==> src/rtl/rx_eth_frame_writer_pkg.sv <==
// Shared constants, FSM encoding and header helper for the RX Ethernet frame writer.
package rx_eth_frame_writer_pkg;

    localparam int BF_DEFAULT        = 8;
    localparam int MAX_BEATS_DEFAULT = 191;
    localparam int DATA_W            = 64;
    localparam int KEEP_W            = 8;

    localparam int HDR_LEN_LSB = 0;
    localparam int HDR_LEN_MSB = 15;

    // One-hot so a single-bit upset lands in the default recovery arm.
    typedef enum logic [4:0] {
        ST_IDLE   = 5'b00001,
        ST_RECV   = 5'b00010,
        ST_HDR    = 5'b00100,
        ST_COMMIT = 5'b01000,
        ST_DROP   = 5'b10000
    } state_t;

    function automatic logic [DATA_W-1:0] make_header(input logic [15:0] byte_len);
        logic [DATA_W-1:0] hdr;
        hdr = {DATA_W{1'b0}};
        hdr[HDR_LEN_MSB:HDR_LEN_LSB] = byte_len;
        return hdr;
    endfunction

endpackage

==> src/rtl/rx_eth_frame_writer_if.sv <==
// AXI-stream receive bus from the 10G MAC (no backpressure, so no tready).
interface rx_eth_frame_writer_if;
    import rx_eth_frame_writer_pkg::*;

    logic [DATA_W-1:0] tdata;
    logic [KEEP_W-1:0] tkeep;
    logic              tvalid;
    logic              tlast;
    logic              tuser;

    modport master (output tdata, tkeep, tvalid, tlast, tuser);
    modport slave  (input  tdata, tkeep, tvalid, tlast, tuser);
endinterface

==> src/rtl/rx_tkeep_popcount.sv <==
// Converts a contiguous tkeep mask into a byte count of 0..8.
module rx_tkeep_popcount (
    input  logic [7:0] tkeep,
    output logic [3:0] byte_count
);

    // Contiguous masks decode directly; anything else falls back to a plain bit count.
    always_comb begin
        byte_count = 4'd0;
        case (tkeep)
            8'h00: byte_count = 4'd0;
            8'h01: byte_count = 4'd1;
            8'h03: byte_count = 4'd2;
            8'h07: byte_count = 4'd3;
            8'h0F: byte_count = 4'd4;
            8'h1F: byte_count = 4'd5;
            8'h3F: byte_count = 4'd6;
            8'h7F: byte_count = 4'd7;
            8'hFF: byte_count = 4'd8;
            default: begin
                for (int i = 0; i < 8; i++) begin
                    byte_count = byte_count + {3'd0, tkeep[i]};
                end
            end
        endcase
    end

endmodule

==> src/rtl/rx_eth_frame_writer.sv <==
// Packs MAC frames into the RX circular buffer as qwords plus one length header,
// publishing commited_wr_address only once a complete good frame is stored.
module rx_eth_frame_writer
    import rx_eth_frame_writer_pkg::*;
#(
    parameter int BF        = BF_DEFAULT,
    parameter int MAX_BEATS = MAX_BEATS_DEFAULT
) (
    input  logic                   clk156,
    input  logic                   reset,
    rx_eth_frame_writer_if.slave   rx_axis,
    input  logic [BF:0]            commited_rd_address,
    output logic [BF:0]            wr_addr,
    output logic [DATA_W-1:0]      wr_data,
    output logic                   wr_en,
    output logic [BF:0]            commited_wr_address,
    output logic [31:0]            accepted_frames,
    output logic [31:0]            dropped_frames
);

    localparam logic [BF:0] PTR_ZERO    = {(BF+1){1'b0}};
    localparam logic [BF:0] PTR_ONE     = {{BF{1'b0}}, 1'b1};
    localparam logic [BF:0] PTR_TWO     = {{(BF-1){1'b0}}, 2'b10};
    localparam logic [15:0] MAX_BEATS_W = 16'(MAX_BEATS);

    state_t            state_r, state_s;
    logic [BF:0]       rd_reg_r;
    logic [BF:0]       cur_ptr_r, cur_ptr_s;
    logic [BF:0]       frame_start_r, frame_start_s;
    logic [15:0]       beats_r, beats_s;
    logic [3:0]        last_cnt_r, last_cnt_s;
    logic              gap_viol_r, gap_viol_s;
    logic [BF:0]       commit_s;
    logic [31:0]       accepted_s, dropped_s;
    logic              wr_en_s;
    logic [BF:0]       wr_addr_s;
    logic [DATA_W-1:0] wr_data_s;
    logic [BF:0]       free_s;
    logic [3:0]        keep_cnt_s;
    logic [15:0]       frame_len_s;

    rx_tkeep_popcount u_popcount (
        .tkeep      (rx_axis.tkeep),
        .byte_count (keep_cnt_s)
    );

    // One slot is always kept empty so a full buffer never looks empty to the reader.
    assign free_s      = rd_reg_r - cur_ptr_r - PTR_ONE;
    assign frame_len_s = ((beats_r - 16'd1) << 3) + {12'd0, last_cnt_r};

    // Next-state, pointer, counter and write-port logic.
    always_comb begin
        state_s       = state_r;
        cur_ptr_s     = cur_ptr_r;
        frame_start_s = frame_start_r;
        beats_s       = beats_r;
        last_cnt_s    = last_cnt_r;
        gap_viol_s    = gap_viol_r;
        commit_s      = commited_wr_address;
        accepted_s    = accepted_frames;
        dropped_s     = dropped_frames;
        wr_en_s       = 1'b0;
        wr_addr_s     = wr_addr;
        wr_data_s     = wr_data;

        case (state_r)
            ST_IDLE: begin
                if (rx_axis.tvalid) begin
                    if (free_s >= PTR_TWO) begin
                        if (rx_axis.tlast && !rx_axis.tuser) begin
                            dropped_s = dropped_frames + 32'd1;
                        end else begin
                            // Slot at cur_ptr is reserved for the header.
                            frame_start_s = cur_ptr_r;
                            wr_en_s       = 1'b1;
                            wr_addr_s     = cur_ptr_r + PTR_ONE;
                            wr_data_s     = rx_axis.tdata;
                            cur_ptr_s     = cur_ptr_r + PTR_TWO;
                            beats_s       = 16'd1;
                            last_cnt_s    = keep_cnt_s;
                            state_s       = rx_axis.tlast ? ST_HDR : ST_RECV;
                        end
                    end else if (rx_axis.tlast) begin
                        dropped_s = dropped_frames + 32'd1;
                    end else begin
                        state_s = ST_DROP;
                    end
                end else begin
                    state_s = ST_IDLE;
                end
            end

            ST_RECV: begin
                if (rx_axis.tvalid) begin
                    if ((free_s != PTR_ZERO) && (beats_r < MAX_BEATS_W)) begin
                        wr_en_s    = 1'b1;
                        wr_addr_s  = cur_ptr_r;
                        wr_data_s  = rx_axis.tdata;
                        cur_ptr_s  = cur_ptr_r + PTR_ONE;
                        beats_s    = beats_r + 16'd1;
                        last_cnt_s = keep_cnt_s;
                        if (rx_axis.tlast) begin
                            if (rx_axis.tuser) begin
                                state_s = ST_HDR;
                            end else begin
                                dropped_s = dropped_frames + 32'd1;
                                cur_ptr_s = commited_wr_address;
                                state_s   = ST_IDLE;
                            end
                        end else begin
                            state_s = ST_RECV;
                        end
                    end else begin
                        cur_ptr_s = commited_wr_address;
                        if (rx_axis.tlast) begin
                            dropped_s = dropped_frames + 32'd1;
                            state_s   = ST_IDLE;
                        end else begin
                            state_s = ST_DROP;
                        end
                    end
                end else begin
                    state_s = ST_RECV;
                end
            end

            ST_HDR: begin
                wr_en_s   = 1'b1;
                wr_addr_s = frame_start_r;
                wr_data_s = make_header(frame_len_s);
                state_s   = ST_COMMIT;
                // A frame starting this early broke the inter-frame gap and is discarded.
                if (rx_axis.tvalid) begin
                    if (rx_axis.tlast) begin
                        dropped_s = dropped_frames + 32'd1;
                    end else begin
                        gap_viol_s = 1'b1;
                    end
                end else begin
                    gap_viol_s = gap_viol_r;
                end
            end

            ST_COMMIT: begin
                commit_s   = cur_ptr_r;
                accepted_s = accepted_frames + 32'd1;
                gap_viol_s = 1'b0;
                if (rx_axis.tvalid && rx_axis.tlast) begin
                    dropped_s = dropped_frames + 32'd1;
                    state_s   = ST_IDLE;
                end else if (rx_axis.tvalid || gap_viol_r) begin
                    state_s = ST_DROP;
                end else begin
                    state_s = ST_IDLE;
                end
            end

            ST_DROP: begin
                if (rx_axis.tvalid && rx_axis.tlast) begin
                    dropped_s = dropped_frames + 32'd1;
                    state_s   = ST_IDLE;
                end else begin
                    state_s = ST_DROP;
                end
            end

            default: begin
                state_s    = ST_IDLE;
                cur_ptr_s  = commited_wr_address;
                gap_viol_s = 1'b0;
            end
        endcase
    end

    // State, pointer, counter and write-port registers.
    always_ff @(posedge clk156) begin
        if (reset) begin
            state_r             <= ST_IDLE;
            rd_reg_r            <= PTR_ZERO;
            cur_ptr_r           <= PTR_ZERO;
            frame_start_r       <= PTR_ZERO;
            beats_r             <= 16'd0;
            last_cnt_r          <= 4'd0;
            gap_viol_r          <= 1'b0;
            commited_wr_address <= PTR_ZERO;
            accepted_frames     <= 32'd0;
            dropped_frames      <= 32'd0;
            wr_en               <= 1'b0;
            wr_addr             <= PTR_ZERO;
            wr_data             <= {DATA_W{1'b0}};
        end else begin
            state_r             <= state_s;
            rd_reg_r            <= commited_rd_address;
            cur_ptr_r           <= cur_ptr_s;
            frame_start_r       <= frame_start_s;
            beats_r             <= beats_s;
            last_cnt_r          <= last_cnt_s;
            gap_viol_r          <= gap_viol_s;
            commited_wr_address <= commit_s;
            accepted_frames     <= accepted_s;
            dropped_frames      <= dropped_s;
            wr_en               <= wr_en_s;
            wr_addr             <= wr_addr_s;
            wr_data             <= wr_data_s;
        end
    end

endmodule

==> src/flat_wrapper.sv <==
// flat-port wrapper written by rule: the top's interface ports become plain ports
module rx_eth_frame_writer_flat import rx_eth_frame_writer_pkg::*;
#(
    parameter int BF        = BF_DEFAULT,
    parameter int MAX_BEATS = MAX_BEATS_DEFAULT
)
  (clk156, reset, commited_rd_address, wr_addr, wr_data, wr_en, commited_wr_address, accepted_frames, dropped_frames, rx_axis_tdata, rx_axis_tkeep, rx_axis_tvalid, rx_axis_tlast, rx_axis_tuser);
  rx_eth_frame_writer_if rx_axis_i ();
  input  logic clk156;
  input  logic reset;
  input  logic [BF:0] commited_rd_address;
  output logic [BF:0] wr_addr;
  output logic [DATA_W-1:0] wr_data;
  output logic wr_en;
  output logic [BF:0] commited_wr_address;
  output logic [31:0] accepted_frames;
  output logic [31:0] dropped_frames;
  input wire logic [$bits(rx_axis_i.tdata)-1:0] rx_axis_tdata;
  input wire logic [$bits(rx_axis_i.tkeep)-1:0] rx_axis_tkeep;
  input wire logic [$bits(rx_axis_i.tvalid)-1:0] rx_axis_tvalid;
  input wire logic [$bits(rx_axis_i.tlast)-1:0] rx_axis_tlast;
  input wire logic [$bits(rx_axis_i.tuser)-1:0] rx_axis_tuser;
  assign rx_axis_i.tdata = rx_axis_tdata;
  assign rx_axis_i.tkeep = rx_axis_tkeep;
  assign rx_axis_i.tvalid = rx_axis_tvalid;
  assign rx_axis_i.tlast = rx_axis_tlast;
  assign rx_axis_i.tuser = rx_axis_tuser;
  rx_eth_frame_writer #(.BF(BF), .MAX_BEATS(MAX_BEATS)) u_core (.clk156(clk156), .reset(reset), .rx_axis(rx_axis_i), .commited_rd_address(commited_rd_address), .wr_addr(wr_addr), .wr_data(wr_data), .wr_en(wr_en), .commited_wr_address(commited_wr_address), .accepted_frames(accepted_frames), .dropped_frames(dropped_frames));
endmodule
==> config.mk <==
export PLATFORM = sky130hd
export DESIGN_NAME = rx_eth_frame_writer_flat
export DESIGN_NICKNAME = d
export VERILOG_FILES = /design/src/rtl/rx_eth_frame_writer_pkg.sv /design/src/rtl/rx_eth_frame_writer_if.sv /design/src/rtl/rx_tkeep_popcount.sv /design/src/rtl/rx_eth_frame_writer.sv /design/src/flat_wrapper.sv
export SDC_FILE = /design/constraint.sdc
export NUM_CORES = 1
export LEC_CHECK = 0
export CAP_MARGIN = 0
export CORE_ASPECT_RATIO = 0.9
export CORE_UTILIZATION = 51
export CTS_CLUSTER_DIAMETER = 120
export DETAILED_ROUTE_END_ITERATION = 10
export PLACE_DENSITY_LB_ADDON = 0.12
export SLEW_MARGIN = 20
export SYNTH_ARGS = -nofsm -noshare
export SYNTH_HDL_FRONTEND = slang
export SYNTH_SLANG_ARGS = --single-unit
==> constraint.sdc <==
create_clock -name clk156 -period 4.81 [get_ports clk156]
set_input_delay 1.443 -clock clk156 [delete_from_list [all_inputs] [get_ports clk156]]
set_output_delay 1.443 -clock clk156 [all_outputs]
set_load 0.02 [all_outputs]
==> results.json, run 1 <==
{
  "nets": 1622,
  "internal_power_mw": 2.82,
  "clkPwrFrac_pct": 35.0,
  "worst_slew_pin_slew_ps": 910,
  "fin_crit_ps": 4510,
  "grt_max_degree": 86,
  "hold_viol": 0,
  "synth_nets": 1436,
  "slew_violations": 0,
  "swShare_pct": 31.4,
  "worst_ep_arrival_time_ps": 4870,
  "cp_max_fo": 2,
  "grt_pass1_wl_um": 44400,
  "hold_depth": 2,
  "cts_root_buffer": "clkbuf_16",
  "finalSetupViolCount": 0,
  "power.switching_mw": 1.29,
  "clock.fmax_mhz": 222,
  "period_share_pct": 93.7,
  "die_area_mm2": 0.0210,
  "rsz0062_at_grt": "no",
  "die_h_um": 138,
  "vias": 10000,
  "clock_latency_ps": 440,
  "final_antenna_net_count": 0,
  "drc_errors": 9,
  "antenna_cells": 0,
  "skew_ps": 15.5,
  "numCtsBuffers": 17,
  "cp-end-kind": "register",
  "seq_power_share_pct": 43.8,
  "synth_warnings": 0,
  "vdd_drop_max_mv": 0.185,
  "wl_per_cell_um": 15.6,
  "coreArea_mm2": 0.0200,
  "status": "complete, but fails checks",
  "start_kind": "primary input",
  "dp_hpwl_um": 19700,
  "first_pass_iters": 11,
  "areaGrowthSynthToFinish_pct": 29.3,
  "cts_resized": 0,
  "startpoint": "rx_axis_tkeep[0]",
  "fillCellCount": 1738,
  "relSlewSlack_pct": 39.3,
  "reg2regPathDepth": 14,
  "cts_tree": "built",
  "synthFlopType": "dfxtp_1",
  "wl_um": 27800,
  "grtUsageTotal_pct": 25.9,
  "synth_area_per_cell_um2": 7.89,
  "regToRegEndpoint": "u_core.dropped_frames[24]$_SDFFE_PP0P_",
  "multi_input_area_mm2": 0.00595,
  "hold_end": "u_core.wr_data[44]$_SDFFE_PP0P_",
  "ys_seq_elements": 200,
  "clockBufferDepth": 2,
  "pin_count": 233,
  "fin_hold_ws_ps": 455,
  "utilization_pct": 67.5,
  "synth.distinct_cells": 71,
  "cts_hold_buf": 0,
  "postSynthCellCount": 1323,
  "r2r_slack_ps": 680,
  "grt-ovfl-total": 0,
  "syn_area_mm2": 0.0104,
  "worstPathRequired_ps": 5170,
  "synth_edf_count": 0,
  "criticalPathCategory": "primary input to register",
  "min_from": "u_core.wr_data[44]$_SDFFE_PP0P_",
  "antenna_found_initial": 0,
  "gp_congestion": 0.903,
  "drt_iter0_drc": 760,
  "min_path_type": "register to register",
  "clkTransAtPathRegs_ps": 80,
  "drive_gt1_share_pct": 5.39,
  "htree_num_levels": 4,
  "p_comb_share_pct": 21.2,
  "regArea_mm2": 0.00400,
  "die-width_um": 153,
  "synth_seq_area_share_pct": 38.4,
  "synthArstFlopShare_pct": 0,
  "clock-sinks": 200,
  "num_rows": 49,
  "powerDensity_mw_per_mm2": 305,
  "postCtsSetupBuffers": 0,
  "port-buffer-count": 232,
  "violations": "DRC",
  "p_leak_nw": 4.71,
  "grt_pass1_vias": 8845,
  "viasPerCell": 5.63,
  "rr_startpoint": "u_core.cur_ptr_r[0]$_SDFFE_PP0P_",
  "maxCapViolCount": 0,
  "start_util_pct": 52.2
}
stage by stage:
stage / setup TNS (ps) / instances / total power [mW] / cell area, um2 / worst slack, ps
after detailed placement: -225 / 1745 / 2.70 / 12900 / -138
final: 0 / 1777 / 4.11 / 13500 / 303
after floorplan: 0 / 1323 / 2.39 / 10400 / 542
after global placement: -42.9 / 1745 / 2.69 / 12900 / -42.9
after global routing: 0 / 1777 / 4.30 / 13500 / 102
after CTS: 0 / 1777 / 4.15 / 13500 / 329
logic make-up (layout without fill, tap and decap cells):
logic type      after synthesis  count (layout)  share of synthesized area [%]
compound gates              285             285                           17.5
xor+xnor                     81              81                           6.80
fa+ha+maj                    27              27                           3.60
buf+inv                     120             319                           4.76
flops                       200             200                           38.4
mux                          28              28                           2.77
simple gates                582             582                           26.2
flip-flops by register name (all words and copies together), names as in the netlist:
name                        count
u_core.frame_start_r            9
u_core.accepted_frames         32
u_core.cur_ptr_r                9
u_core.last_cnt_r               4
u_core.rd_reg_r                 9
u_core.wr_data                 64
u_core.dropped_frames          32
u_core.wr_en                    1
u_core.commited_wr_address      9
u_core.beats_r                 16
u_core.wr_addr                  9
u_core.state_r                  5
u_core.gap_viol_r               1
layer usage:
metal | GRT usage, % | vias up | routed length [um]
met1 | 33.9 | 4670 | 12500
met5 | 0 | - | 0
li1 | - | 4978 | -
met2 | 42.0 | 321 | 12800
met4 | 7.24 | 0 | 467
met3 | 7.14 | 35 | 2080
cell usage in the layout (no fill, tap or decap), types with 6 or more instances in the layout:
| master | Yosys | final |
|---|---|---|
| or2_2 | 6 | 6 |
| and2_1 | 8 | 8 |
| mux2i_1 | 21 | 21 |
| clkbuf_16 | 0 | 17 |
| or3_1 | 14 | 14 |
| dfxtp_1 | 200 | 200 |
| and3_1 | 22 | 22 |
| clkdlybuf4s50_1 | 0 | 231 |
| nor3_1 | 35 | 35 |
| nor2b_1 | 18 | 18 |
| buf_4 | 1 | 19 |
| a22oi_1 | 9 | 9 |
| nor2_1 | 175 | 175 |
| nand4_1 | 18 | 18 |
| xnor2_1 | 56 | 56 |
| nand3_1 | 43 | 43 |
| inv_1 | 35 | 35 |
| a31oi_1 | 10 | 10 |
| nand2b_1 | 12 | 11 |
| xor2_1 | 25 | 25 |
| nand3b_1 | 6 | 6 |
| a211oi_1 | 21 | 21 |
| nand2_1 | 191 | 191 |
| nor4_1 | 17 | 17 |
| ha_1 | 22 | 22 |
| a21oi_1 | 115 | 115 |
| mux2_2 | 7 | 7 |
| a311oi_1 | 17 | 17 |
| o21ai_0 | 43 | 43 |
synth_stat cells (6+ instances only):
cell / n / area, um2
or2_2: 6 / 37.5
a31oi_1: 10 / 62.6
nand4_1: 18 / 113
a21oi_1: 115 / 576
xnor2_1: 56 / 490
nor2b_1: 18 / 113
or3_1: 14 / 87.6
a211oi_1: 21 / 158
nand2_1: 191 / 717
buf_2: 22 / 110
and2_1: 8 / 50.1
nor2_1: 175 / 657
inv_1: 35 / 131
nand3_1: 43 / 215
ha_1: 22 / 275
mux2_2: 7 / 78.8
xor2_1: 25 / 219
nor3_1: 35 / 175
and3_1: 22 / 138
mux2i_1: 21 / 210
a311oi_1: 17 / 149
nor4_1: 17 / 106
o21ai_0: 43 / 215
nand3b_1: 6 / 45.0
dfxtp_1: 200 / 4000
nand2b_1: 12 / 75.1
a22oi_1: 9 / 67.6
clkbuf_1: 58 / 218
critical path, stage by stage:
cell	delay (ps)
clkdlybuf4s50_1	460
fa_1	550
inv_1	50
fa_1	500
fa_1	420
inv_1	70
ha_1	160
inv_1	60
fa_1	370
xor2_1	170
nor2_1	120
nor2_1	50
a31oi_1	150
o221ai_1	140
a21oi_1	160
power by group through the flow:
stage | Sequential [mW] | Combinational [mW] | Clock (mW)
after floorplan | 1.88 | 0.517 | 0
after global placement | 1.84 | 0.851 | 0
after detailed placement | 1.84 | 0.861 | 0
after CTS | 1.80 | 0.867 | 1.48
after global routing | 1.81 | 0.950 | 1.53
final | 1.80 | 0.870 | 1.44
final cells by class:
class / instances / share of cell area (%)
Clock buffer: 17 / 3.15
Clock inverter: 15 / 1.25
Inverter: 35 / 0.974
Multi-Input combinational cell: 1003 / 44.1
Sequential cell: 200 / 29.7
Tap cell: 255 / 2.36
Timing Repair Buffer: 252 / 18.5
how the worst max path moves through the flow:
stage | end | slack [ps] | depth (start not counted)
5_1_grt | u_core.last_cnt_r[2]$_SDFFE_PP0P_ | 100 | 15
3_5_place_dp | u_core.last_cnt_r[2]$_SDFFE_PP0P_ | -140 | 15
3_3_place_gp | u_core.last_cnt_r[2]$_SDFFE_PP0P_ | -40 | 15
6_report | u_core.last_cnt_r[2]$_SDFFE_PP0P_ | 300 | 15
4_1_cts | u_core.last_cnt_r[2]$_SDFFE_PP0P_ | 330 | 15
2_1_floorplan | u_core.last_cnt_r[1]$_SDFFE_PP0P_ | 540 | 10
Power figures use the tool's default switching activity.
==> inputs of run 2 (changes only) <==
- GPL_TIMING_DRIVEN: default -> 0
==> run 2 against run 1 <==
  * Sequential cell count unchanged
  * Via count rose by 5.3%
  * Clock skew barely moved
  * Non-clock buffer count is 64 higher
  * Largest cell class unchanged
  * Fmax down 0.88%
  * Sequential share of layout area decreased by 0.39 points
  * The run still ends with DRC left
  * Power rose by 1.6%
==> results.json, run 2 (synthesis gave the netlist of run 1 again) <==
{
  "worst_slew_pin_slew_ps": 794,
  "worst_ep_arrival_time_ps": 4910,
  "clkTransAtPathRegs_ps": 70,
  "die_area_mm2": 0.0210,
  "min_from": "u_core.wr_data[36]$_SDFFE_PP0P_",
  "postCtsSetupBuffers": 0,
  "slowest_delay_ps": 560,
  "final.setup.worst_slack_ps": 263,
  "utilization_pct": 68.4,
  "start_util_pct": 52.2,
  "relSlewSlack_pct": 47.0,
  "clock.fmax_mhz": 220,
  "criticalPathCategory": "primary input to register",
  "hold_end": "u_core.wr_data[36]$_SDFFE_PP0P_",
  "wl_per_cell_um": 17.4,
  "crit_top_cell": "fa_1",
  "coreArea_mm2": 0.0200,
  "clock-sinks": 200,
  "status": "complete, but fails checks",
  "die_h_um": 138,
  "power_mw": 4.18,
  "worstPathRequired_ps": 5170,
  "gp_congestion": 0.921,
  "vias": 10500,
  "num_rows": 49,
  "rsz0062_at_grt": "no",
  "dp_cells": 1809,
  "final_antenna_net_count": 0,
  "internal_power_mw": 2.85,
  "cts_root_buffer": "clkbuf_16",
  "mostFrequentLayoutCells": "clkdlybuf4s50_1 (231), dfxtp_1 (200), nand2_1 (191), nor2_1 (175), a21oi_1 (115)",
  "dp_hpwl_um": 23700,
  "hold_depth": 2,
  "powerDensity_mw_per_mm2": 306,
  "p_comb_share_pct": 22.3,
  "regToRegEndpoint": "u_core.wr_data[58]$_SDFFE_PP0P_",
  "wl_um": 32000,
  "top_register": "u_core.wr_data",
  "skew_ps": 15.0,
  "drt_iter0_drc": 694,
  "maxCapViolCount": 0,
  "grtUsageTotal_pct": 30.0,
  "viasPerCell": 5.72,
  "cp-end-kind": "register",
  "power.switching_mw": 1.33,
  "hold_viol": 0,
  "grt_max_degree": 21,
  "cts_resized": 0,
  "first_pass_iters": 10,
  "critPathSlowestCell": "fa_1",
  "cts_tree": "built",
  "drive_gt1_share_pct": 5.23,
  "drc_errors": 4,
  "cts_hold_buf": 0,
  "port-buffer-count": 231,
  "path_delay_family": "adder cells",
  "slew_violations": 0,
  "dp_slack_ps": -185,
  "die-width_um": 153,
  "swShare_pct": 31.7,
  "antenna_found_initial": 0,
  "violations": "DRC",
  "fin_hold_ws_ps": 455,
  "htree_num_levels": 4,
  "critPathBufInv": 4,
  "areaGrowthSynthToFinish_pct": 31.0,
  "cp_max_fo": 4,
  "grt_pass1_wl_um": 50000,
  "final_cells": 1842,
  "vdd_drop_max_mv": 0.225,
  "clockBufferDepth": 2,
  "grt_pass1_vias": 9746,
  "place_area_mm2": 0.0131,
  "r2r_slack_ps": 400,
  "fin_area_mm2": 0.0137,
  "min_path_type": "register to register",
  "p_leak_nw": 4.79,
  "start_kind": "primary input",
  "grt-ovfl-total": 0,
  "layout_commonest_cell": "clkdlybuf4s50_1",
  "crit_chain": "clkdlybuf4s50_1 > fa_1 > inv_1 > fa_1 > fa_1 > inv_1 > ha_1 > inv_1 > fa_1 > xor2_1 > nor2_1 > nor2_1 > a31oi_1 > o221ai_1 > a21oi_1",
  "nets": 1686,
  "clkPwrFrac_pct": 35.0,
  "clock_latency_ps": 450,
  "period_share_pct": 94.5,
  "top_regs": "u_core.wr_data: 64 flops, u_core.accepted_frames: 32 flops, u_core.dropped_frames: 32 flops",
  "rr_startpoint": "u_core.cur_ptr_r[0]$_SDFFE_PP0P_",
  "numCtsBuffers": 17,
  "pin_count": 233,
  "seq_power_share_pct": 42.8,
  "fillCellCount": 1701,
  "largest_reg_flops": 64,
  "tns_ps": 0,
  "fin_crit_ps": 4550,
  "finalSetupViolCount": 0,
  "reg2regPathDepth": 14,
  "multi_input_area_mm2": 0.00593,
  "regArea_mm2": 0.00400
}
## run 2: worst max-delay path by stage
stage | endpoint | slack [ps] | start | cells after the start
floorplan | u_core.last_cnt_r[1]$_SDFFE_PP0P_ | 540 | rx_axis_tkeep[0] | 10
global placement | u_core.last_cnt_r[2]$_SDFFE_PP0P_ | -130 | rx_axis_tkeep[0] | 15
detailed placement | u_core.last_cnt_r[2]$_SDFFE_PP0P_ | -180 | rx_axis_tkeep[0] | 15
CTS | u_core.last_cnt_r[2]$_SDFFE_PP0P_ | 280 | rx_axis_tkeep[0] | 15
global route | u_core.last_cnt_r[2]$_SDFFE_PP0P_ | 110 | rx_axis_tkeep[0] | 15
finish | u_core.last_cnt_r[2]$_SDFFE_PP0P_ | 260 | rx_axis_tkeep[0] | 15
## run 2: final cells by class
cell class              instances  share of cell area [%]
well taps                     255                    2.33
multi-input cells            1003                    43.4
inverters                      35                   0.961
repair buffers                231                    16.9
clock inverters                13                    1.09
flip-flops and latches        200                    29.3
clock buffers                  19                    3.31
diodes                          1                  0.0183
plain buffers                  85                    2.67
## run 2: worst register-to-register path, delay by kind of cell, from the launching register on
| kind | cells | cell delay [ps] |
|---|---|---|
| buffers and inverters | 4 | 1150 |
| adder cells (fa/ha/maj) | 2 | 780 |
| XOR/XNOR | 1 | 220 |
| AO/OA/AOI/OAI | 5 | 1450 |
| AND/OR/NAND/NOR | 2 | 200 |
| flip-flops | 1 | 550 |
## run 2: power by group through the flow
| stage | sequential, mW | clock, mW | combinational (mW) |
|---|---|---|---|
| final | 1.79 | 1.46 | 0.930 |
| after global routing | 1.80 | 1.55 | 1.01 |
| after CTS | 1.79 | 1.48 | 0.924 |
| after detailed placement | 1.82 | 0 | 0.917 |
| after global placement | 1.82 | 0 | 0.903 |
| after floorplan | 1.88 | 0 | 0.517 |
## run 2: metal layers
metal,wire length [um],global-route usage (%),vias to the layer above
met5,0,0,-
met4,887,12.0,0
met3,2430,6.83,68
met2,14600,49.9,424
met1,14100,37.9,4904
li1,-,-,5134
